==> src/rtl/cpu_pkg.sv <==
// Shared types and constants for the GPR write-back datapath.
// wb_req_t carries one MEM-stage retirement request and is also the WB register layout.
package cpu_pkg;

  localparam int          REG_ADDR_W = 5;
  localparam int          XLEN       = 32;
  localparam logic [31:0] ZERO_WORD  = 32'h0000_0000;
  localparam logic [31:0] PC_RESET   = 32'hBFC0_0000;

  typedef struct packed {
    logic                  valid;
    logic [31:0]           pc;
    logic                  we;
    logic [REG_ADDR_W-1:0] waddr;
    logic [XLEN-1:0]       wdata;
    logic                  hilo_we;
    logic [XLEN-1:0]       hi;
    logic [XLEN-1:0]       lo;
  } wb_req_t;

  function automatic wb_req_t wb_empty(input logic [31:0] pc);
    wb_req_t req;
    req.valid   = 1'b0;
    req.pc      = pc;
    req.we      = 1'b0;
    req.waddr   = {REG_ADDR_W{1'b0}};
    req.wdata   = ZERO_WORD;
    req.hilo_we = 1'b0;
    req.hi      = ZERO_WORD;
    req.lo      = ZERO_WORD;
    return req;
  endfunction

  // Squash keeps the payload but drops every side effect of the slot.
  function automatic wb_req_t wb_kill(input wb_req_t req);
    wb_req_t k;
    k         = req;
    k.valid   = 1'b0;
    k.we      = 1'b0;
    k.hilo_we = 1'b0;
    return k;
  endfunction

endpackage

==> src/rtl/regfile_2r1w.sv <==
// Two-read one-write GPR array: r0 reads as zero, same-cycle write is bypassed to reads.
module regfile_2r1w
  import cpu_pkg::*;
#(
  parameter int DATA_W  = 32,
  parameter int REG_NUM = 32
) (
  input  logic                  clk_i,
  input  logic                  rst_n_i,
  input  logic                  we_i,
  input  logic [REG_ADDR_W-1:0] waddr_i,
  input  logic [DATA_W-1:0]     wdata_i,
  input  logic [REG_ADDR_W-1:0] raddr1_i,
  input  logic [REG_ADDR_W-1:0] raddr2_i,
  output logic [DATA_W-1:0]     rdata1_o,
  output logic [DATA_W-1:0]     rdata2_o
);

  logic [DATA_W-1:0] r_mem [REG_NUM];
  logic              w_we;

  assign w_we = we_i & (waddr_i != {REG_ADDR_W{1'b0}});

  always_ff @(posedge clk_i or negedge rst_n_i) begin
    if (!rst_n_i) begin
      for (int i = 0; i < REG_NUM; i++) begin
        r_mem[i] <= {DATA_W{1'b0}};
      end
    end else if (w_we) begin
      r_mem[waddr_i] <= wdata_i;
    end else begin
      r_mem <= r_mem;
    end
  end

  // Read mux: r0 first, then the committing write, then the stored value.
  always_comb begin
    rdata1_o = {DATA_W{1'b0}};
    rdata2_o = {DATA_W{1'b0}};
    if (raddr1_i == {REG_ADDR_W{1'b0}}) begin
      rdata1_o = {DATA_W{1'b0}};
    end else if (w_we && (raddr1_i == waddr_i)) begin
      rdata1_o = wdata_i;
    end else begin
      rdata1_o = r_mem[raddr1_i];
    end
    if (raddr2_i == {REG_ADDR_W{1'b0}}) begin
      rdata2_o = {DATA_W{1'b0}};
    end else if (w_we && (raddr2_i == waddr_i)) begin
      rdata2_o = wdata_i;
    end else begin
      rdata2_o = r_mem[raddr2_i];
    end
  end

endmodule

==> src/rtl/wb_stage_regfile.sv <==
// MEM->WB pipeline register, GPR file and HI/LO pair; retires writes into
// architectural state and exports the WB write to forwarding, ID reads and trace debug.
module wb_stage_regfile #(
  parameter int          DATA_W   = 32,
  parameter int          REG_NUM  = 32,
  parameter logic [31:0] PC_RESET = 32'hBFC0_0000
) (
  input  logic              clk_i,
  input  logic              rst_n_i,
  input  logic              stall_i,
  input  logic              flush_i,
  input  logic              mem_valid_i,
  input  logic [31:0]       mem_pc_i,
  input  logic              mem_we_i,
  input  logic [4:0]        mem_waddr_i,
  input  logic [DATA_W-1:0] mem_wdata_i,
  input  logic              mem_hilo_we_i,
  input  logic [DATA_W-1:0] mem_hi_i,
  input  logic [DATA_W-1:0] mem_lo_i,
  input  logic [4:0]        raddr1_i,
  input  logic [4:0]        raddr2_i,
  output logic [DATA_W-1:0] rdata1_o,
  output logic [DATA_W-1:0] rdata2_o,
  output logic              wb_we_o,
  output logic [4:0]        wb_waddr_o,
  output logic [DATA_W-1:0] wb_wdata_o,
  output logic [DATA_W-1:0] hi_o,
  output logic [DATA_W-1:0] lo_o,
  output logic [31:0]       debug_wb_pc,
  output logic [3:0]        debug_wb_rf_wen,
  output logic [4:0]        debug_wb_rf_wnum,
  output logic [31:0]       debug_wb_rf_wdata
);
  import cpu_pkg::*;

  // wb_req_t is XLEN wide, so DATA_W is expected to stay at 32.
  wb_req_t           w_mem_req;
  wb_req_t           r_wb;
  logic              w_commit;
  logic              w_hilo_commit;
  logic              w_rf_wen;
  logic [DATA_W-1:0] r_hi;
  logic [DATA_W-1:0] r_lo;

  // Pack the MEM slot; side effects only count for a real instruction.
  always_comb begin
    w_mem_req         = wb_empty(PC_RESET);
    w_mem_req.valid   = mem_valid_i;
    w_mem_req.pc      = mem_pc_i;
    w_mem_req.we      = mem_we_i & mem_valid_i;
    w_mem_req.waddr   = mem_waddr_i;
    w_mem_req.wdata   = mem_wdata_i;
    w_mem_req.hilo_we = mem_hilo_we_i & mem_valid_i;
    w_mem_req.hi      = mem_hi_i;
    w_mem_req.lo      = mem_lo_i;
  end

  // WB register: flush wins over stall.
  always_ff @(posedge clk_i or negedge rst_n_i) begin
    if (!rst_n_i) begin
      r_wb <= wb_empty(PC_RESET);
    end else if (flush_i) begin
      r_wb <= wb_kill(r_wb);
    end else if (stall_i) begin
      r_wb <= r_wb;
    end else begin
      r_wb <= w_mem_req;
    end
  end

  assign w_commit      = r_wb.valid & ~stall_i;
  assign w_hilo_commit = w_commit & r_wb.hilo_we;
  assign w_rf_wen      = w_commit & r_wb.we & (r_wb.waddr != 5'd0);

  // HI/LO architectural pair.
  always_ff @(posedge clk_i or negedge rst_n_i) begin
    if (!rst_n_i) begin
      r_hi <= {DATA_W{1'b0}};
      r_lo <= {DATA_W{1'b0}};
    end else if (w_hilo_commit) begin
      r_hi <= r_wb.hi;
      r_lo <= r_wb.lo;
    end else begin
      r_hi <= r_hi;
      r_lo <= r_lo;
    end
  end

  regfile_2r1w #(
    .DATA_W  (DATA_W),
    .REG_NUM (REG_NUM)
  ) u_regfile (
    .clk_i    (clk_i),
    .rst_n_i  (rst_n_i),
    .we_i     (w_commit & r_wb.we),
    .waddr_i  (r_wb.waddr),
    .wdata_i  (r_wb.wdata),
    .raddr1_i (raddr1_i),
    .raddr2_i (raddr2_i),
    .rdata1_o (rdata1_o),
    .rdata2_o (rdata2_o)
  );

  assign hi_o = w_hilo_commit ? r_wb.hi : r_hi;
  assign lo_o = w_hilo_commit ? r_wb.lo : r_lo;

  // Forwarding sees the pending write even while stalled.
  assign wb_we_o    = r_wb.valid & r_wb.we;
  assign wb_waddr_o = r_wb.waddr;
  assign wb_wdata_o = r_wb.wdata;

  assign debug_wb_pc       = r_wb.pc;
  assign debug_wb_rf_wen   = w_rf_wen ? 4'hF : 4'h0;
  assign debug_wb_rf_wnum  = r_wb.waddr;
  assign debug_wb_rf_wdata = r_wb.wdata;

endmodule

==> config.mk <==
export PLATFORM = sky130hd
export DESIGN_NAME = wb_stage_regfile
export DESIGN_NICKNAME = d
export VERILOG_FILES = /design/src/rtl/cpu_pkg.sv /design/src/rtl/regfile_2r1w.sv /design/src/rtl/wb_stage_regfile.sv
export SDC_FILE = /design/constraint.sdc
export NUM_CORES = 2
export LEC_CHECK = 0
export CAP_MARGIN = 15
export CORE_MARGIN = 8
export CORE_UTILIZATION = 45
export DETAILED_ROUTE_END_ITERATION = 8
export SLEW_MARGIN = 10
export SYNTH_ARGS = -nofsm -noshare
export SYNTH_HDL_FRONTEND = slang
export SYNTH_SLANG_ARGS = --single-unit
==> constraint.sdc <==
create_clock -name clk_i -period 6 [get_ports clk_i]
set_input_delay 0.9 -clock clk_i [delete_from_list [all_inputs] [get_ports clk_i]]
set_output_delay 0.9 -clock clk_i [all_outputs]
set_load 0.05 [all_outputs]
==> impl_results.md <==
- Residual DRC count: 0
- Fin crit share: 91.71%
- Largest area contributor in the synthesized netlist: dfrtp_1
- Gr usage total: 26.74%
- RSZ-0062 raised after global routing: false
- Detailed-route via count: 41390
- Power Density: 280.0 nW/µm²
- H-tree Lvls: 4
- CP Capture Type: output pin
- Max Freq: 181.7 MHz
- Nets: 4698
- Sink Count: 1224
- HP Class: in2async
- Mapped Cells: 4422
- Clk_lat worst skew: 0.80 ns
- Clk slew on worst S/H paths: 0.06 ns
- CTS tree: built
- Share of post-route cells with drive strength above 1: 45.18%
- Syn_nets: 4572
- Final Cell Area: 73850 µm²
- Root Driver: clkbuf_16
- Post-route minimum period: 5.503 ns
- Synth-to-layout area growth: 15.49%
- Unique masters post-synth: 63
- Die Y: 393.0 µm
- Setup Fix Bufs, Post-CTS: 0
- PortBufs: 388
- Ys async rst share: 100.0%
- DIE AREA: 154400 µm²
- Synth top area share: 47.54%
- Tightest Pin Transition: 1.168 ns
- Reg2reg setup slack: 2.34 ns
- Core box area: 141200 µm²
- WP data required: 5.10 ns
- CP startpoint kind: flop
- Finished Layout Cells: 6549
- Setup TNS: 0 ns
- Number of synthesized flops with an enable pin: 0
- Most used flip-flop cell after synthesis: dfrtp_1
- HPWL after detailed placement: 123200 µm
- Outcome: finished clean
- Hold slack: 0.1031 ns
- Max Cap Violations: 0
- Synth area leaders: dfrtp_1 48%, mux2_2 21%, mux4_2 15%
- Filler cells: 12000
- DR pass1 iterations: 6
- Floorplan row count: 138
- Ports: 389
- 1st-iter DRT viols: 3760
- RePlAce Congestion: 0.8055
- Vias in the first global route: 42540
- CTS Hold Bufs: 0
- Final Hold Viols: 0
- Die width: 393.0 µm
- Num CTS Buffers: 142
- Maximum VDD drop: 0.0002784 V
- Post-Route WL: 208500 µm
- CP arrival: 4.60 ns
- Worst-case clock buffer depth: 3
- Synthesis Warnings: 0
- Antenna Violating Nets Remaining: 0
- Clock skew: 0.05286 ns
- Antenna violations before repair: 2
- Antenna diode count: 0
- Placed Area: 69000 µm²
- Initial core utilization: 45.28%
- Syn avg cell area: 14.46 µm²
- Register area share after synthesis: 47.91%
- Total power: 20.68 mW
- Grt ovf: 0
- Yosys reg bits: 1224
- CP max FO: 15
- Final setup fails: 0
- Global-route wire length before repair: 305200 µm
- Synth Cell Area: 63950 µm²
- Cells on worst reg2reg path: 6
- Leakage power: 33.89 nW
- Critical path class: reg2out
- Post-CTS resize count: 0
- Slew HR: 21.83%
- Routed wire per std cell: 31.84 µm
- Final Slew Violations: 0
- Largest net degree at the start of global routing: 150
- Routed vias/inst: 6.320
- Cells after DPL: 6293
## where the power goes
group | switching (mW) | leakage, nW | total [mW] | internal (mW)
registers | 0.178 | 16.8 | 8.71 | 8.53
logic | 2.05 | 14.8 | 3.09 | 1.04
clock network | 3.72 | 2.35 | 8.88 | 5.17
## cell usage in the layout, fill, tap and decap left out, types with 20 or more instances in the layout
cell type and n:
a211oi_1 57, a21oi_1 33, a221o_1 53, a221oi_1 46, a31oi_1 28, and3_1 56
buf_12 35, buf_4 164, clkbuf_1 38, clkbuf_16 142, clkbuf_8 34, clkdlybuf4s50_1 354
dfrtp_1 1215, mux2_1 24, mux2_2 1199, mux2i_1 187, mux4_1 20, mux4_2 418
nand2_1 205, nor2_1 43, o21ai_0 51
## final timing paths
path                                                   from                          endpoint
max in group asynchronous                           rst_n_i  u_regfile.r_mem[341]$_DFFE_PN0P_
max                         debug_wb_rf_wnum[3]$_DFFE_PN0P_                      rdata1_o[18]
min                                                 rst_n_i  debug_wb_rf_wdata[1]$_DFFE_PN0P_
max reg2reg                           r_wb[135]$_DFFE_PN0P_  u_regfile.r_mem[920]$_DFFE_PN0P_
min reg2reg                u_regfile.r_mem[995]$_DFFE_PN0P_  u_regfile.r_mem[995]$_DFFE_PN0P_
min in group clk_i         u_regfile.r_mem[995]$_DFFE_PN0P_  u_regfile.r_mem[995]$_DFFE_PN0P_
## flip-flops by register name, indices dropped and copies added, names as in the netlist
register,cells
debug_wb_pc,32
debug_wb_rf_wdata,32
debug_wb_rf_wnum,5
r_hi,32
r_lo,32
r_wb,67
u_regfile.r_mem,1024
## area by class of cell
class / count / area [µm²] / share of cell area, %
Inverter: 5 / 22.52 / 0.03049
Multi-Input combinational cell: 2613 / 30380 / 41.13
Clock inverter: 41 / 678.2 / 0.9182
Sequential cell: 1224 / 30640 / 41.49
Timing Repair Buffer: 562 / 5605 / 7.590
Tap cell: 1890 / 2365 / 3.202
Clock buffer: 214 / 4164 / 5.638
## logic make-up (layout without fill, tap and decap cells)
logic type,Yosys count,after routing,synth area share [%]
multiplexers,1849,1849,40.04
AND/OR/NAND/NOR,413,413,3.005
AO/OA/AOI/OAI,341,341,3.946
XOR/XNOR,10,10,0.1369
buffers and inverters,585,822,4.956
flip-flops,1224,1224,47.91
## stage by stage
stage | worst slack, ns | utilization, %
6_report | 0.4971 | 52.29
5_1_grt | 0.3005 | 52.29
4_1_cts | 0.3691 | 52.28
3_5_place_dp | 0.4914 | 48.85
3_3_place_gp | 0.5154 | 48.85
2_1_floorplan | 1.936 | -
## layer usage
| metal | global-route usage, % | vias up | wire length, µm |
|---|---|---|---|
| li1 | - | 16920 | - |
| met4 | 9.351 | 2 | 7637 |
| met3 | 6.472 | 386 | 16750 |
| met5 | 0 | - | 13 |
| met2 | 41.13 | 1634 | 95270 |
| met1 | 37.24 | 22450 | 88820 |
## Yosys cell counts (49+ instances only)
| master | count |
|---|---|
| nand2_1 | 223 |
| mux4_2 | 418 |
| mux2i_1 | 187 |
| and3_1 | 56 |
| o21ai_0 | 51 |
| nor2_1 | 49 |
| clkbuf_1 | 211 |
| buf_4 | 142 |
| a221o_1 | 53 |
| dfrtp_1 | 1215 |
| buf_1 | 86 |
| mux2_2 | 1199 |
| buf_2 | 107 |
| a211oi_1 | 57 |
## worst max-delay path, stage by stage, from the launching register on
cell and delay, ns:
dfrtp_1 0.46, nor3_1 0.61, a21o_1 0.42, o31ai_4 0.11, buf_4 0.29, a2111oi_0 0.88
a221o_1 0.26, clkdlybuf4s50_1 0.82
No activity file was read; power rests on OpenSTA's default activity.
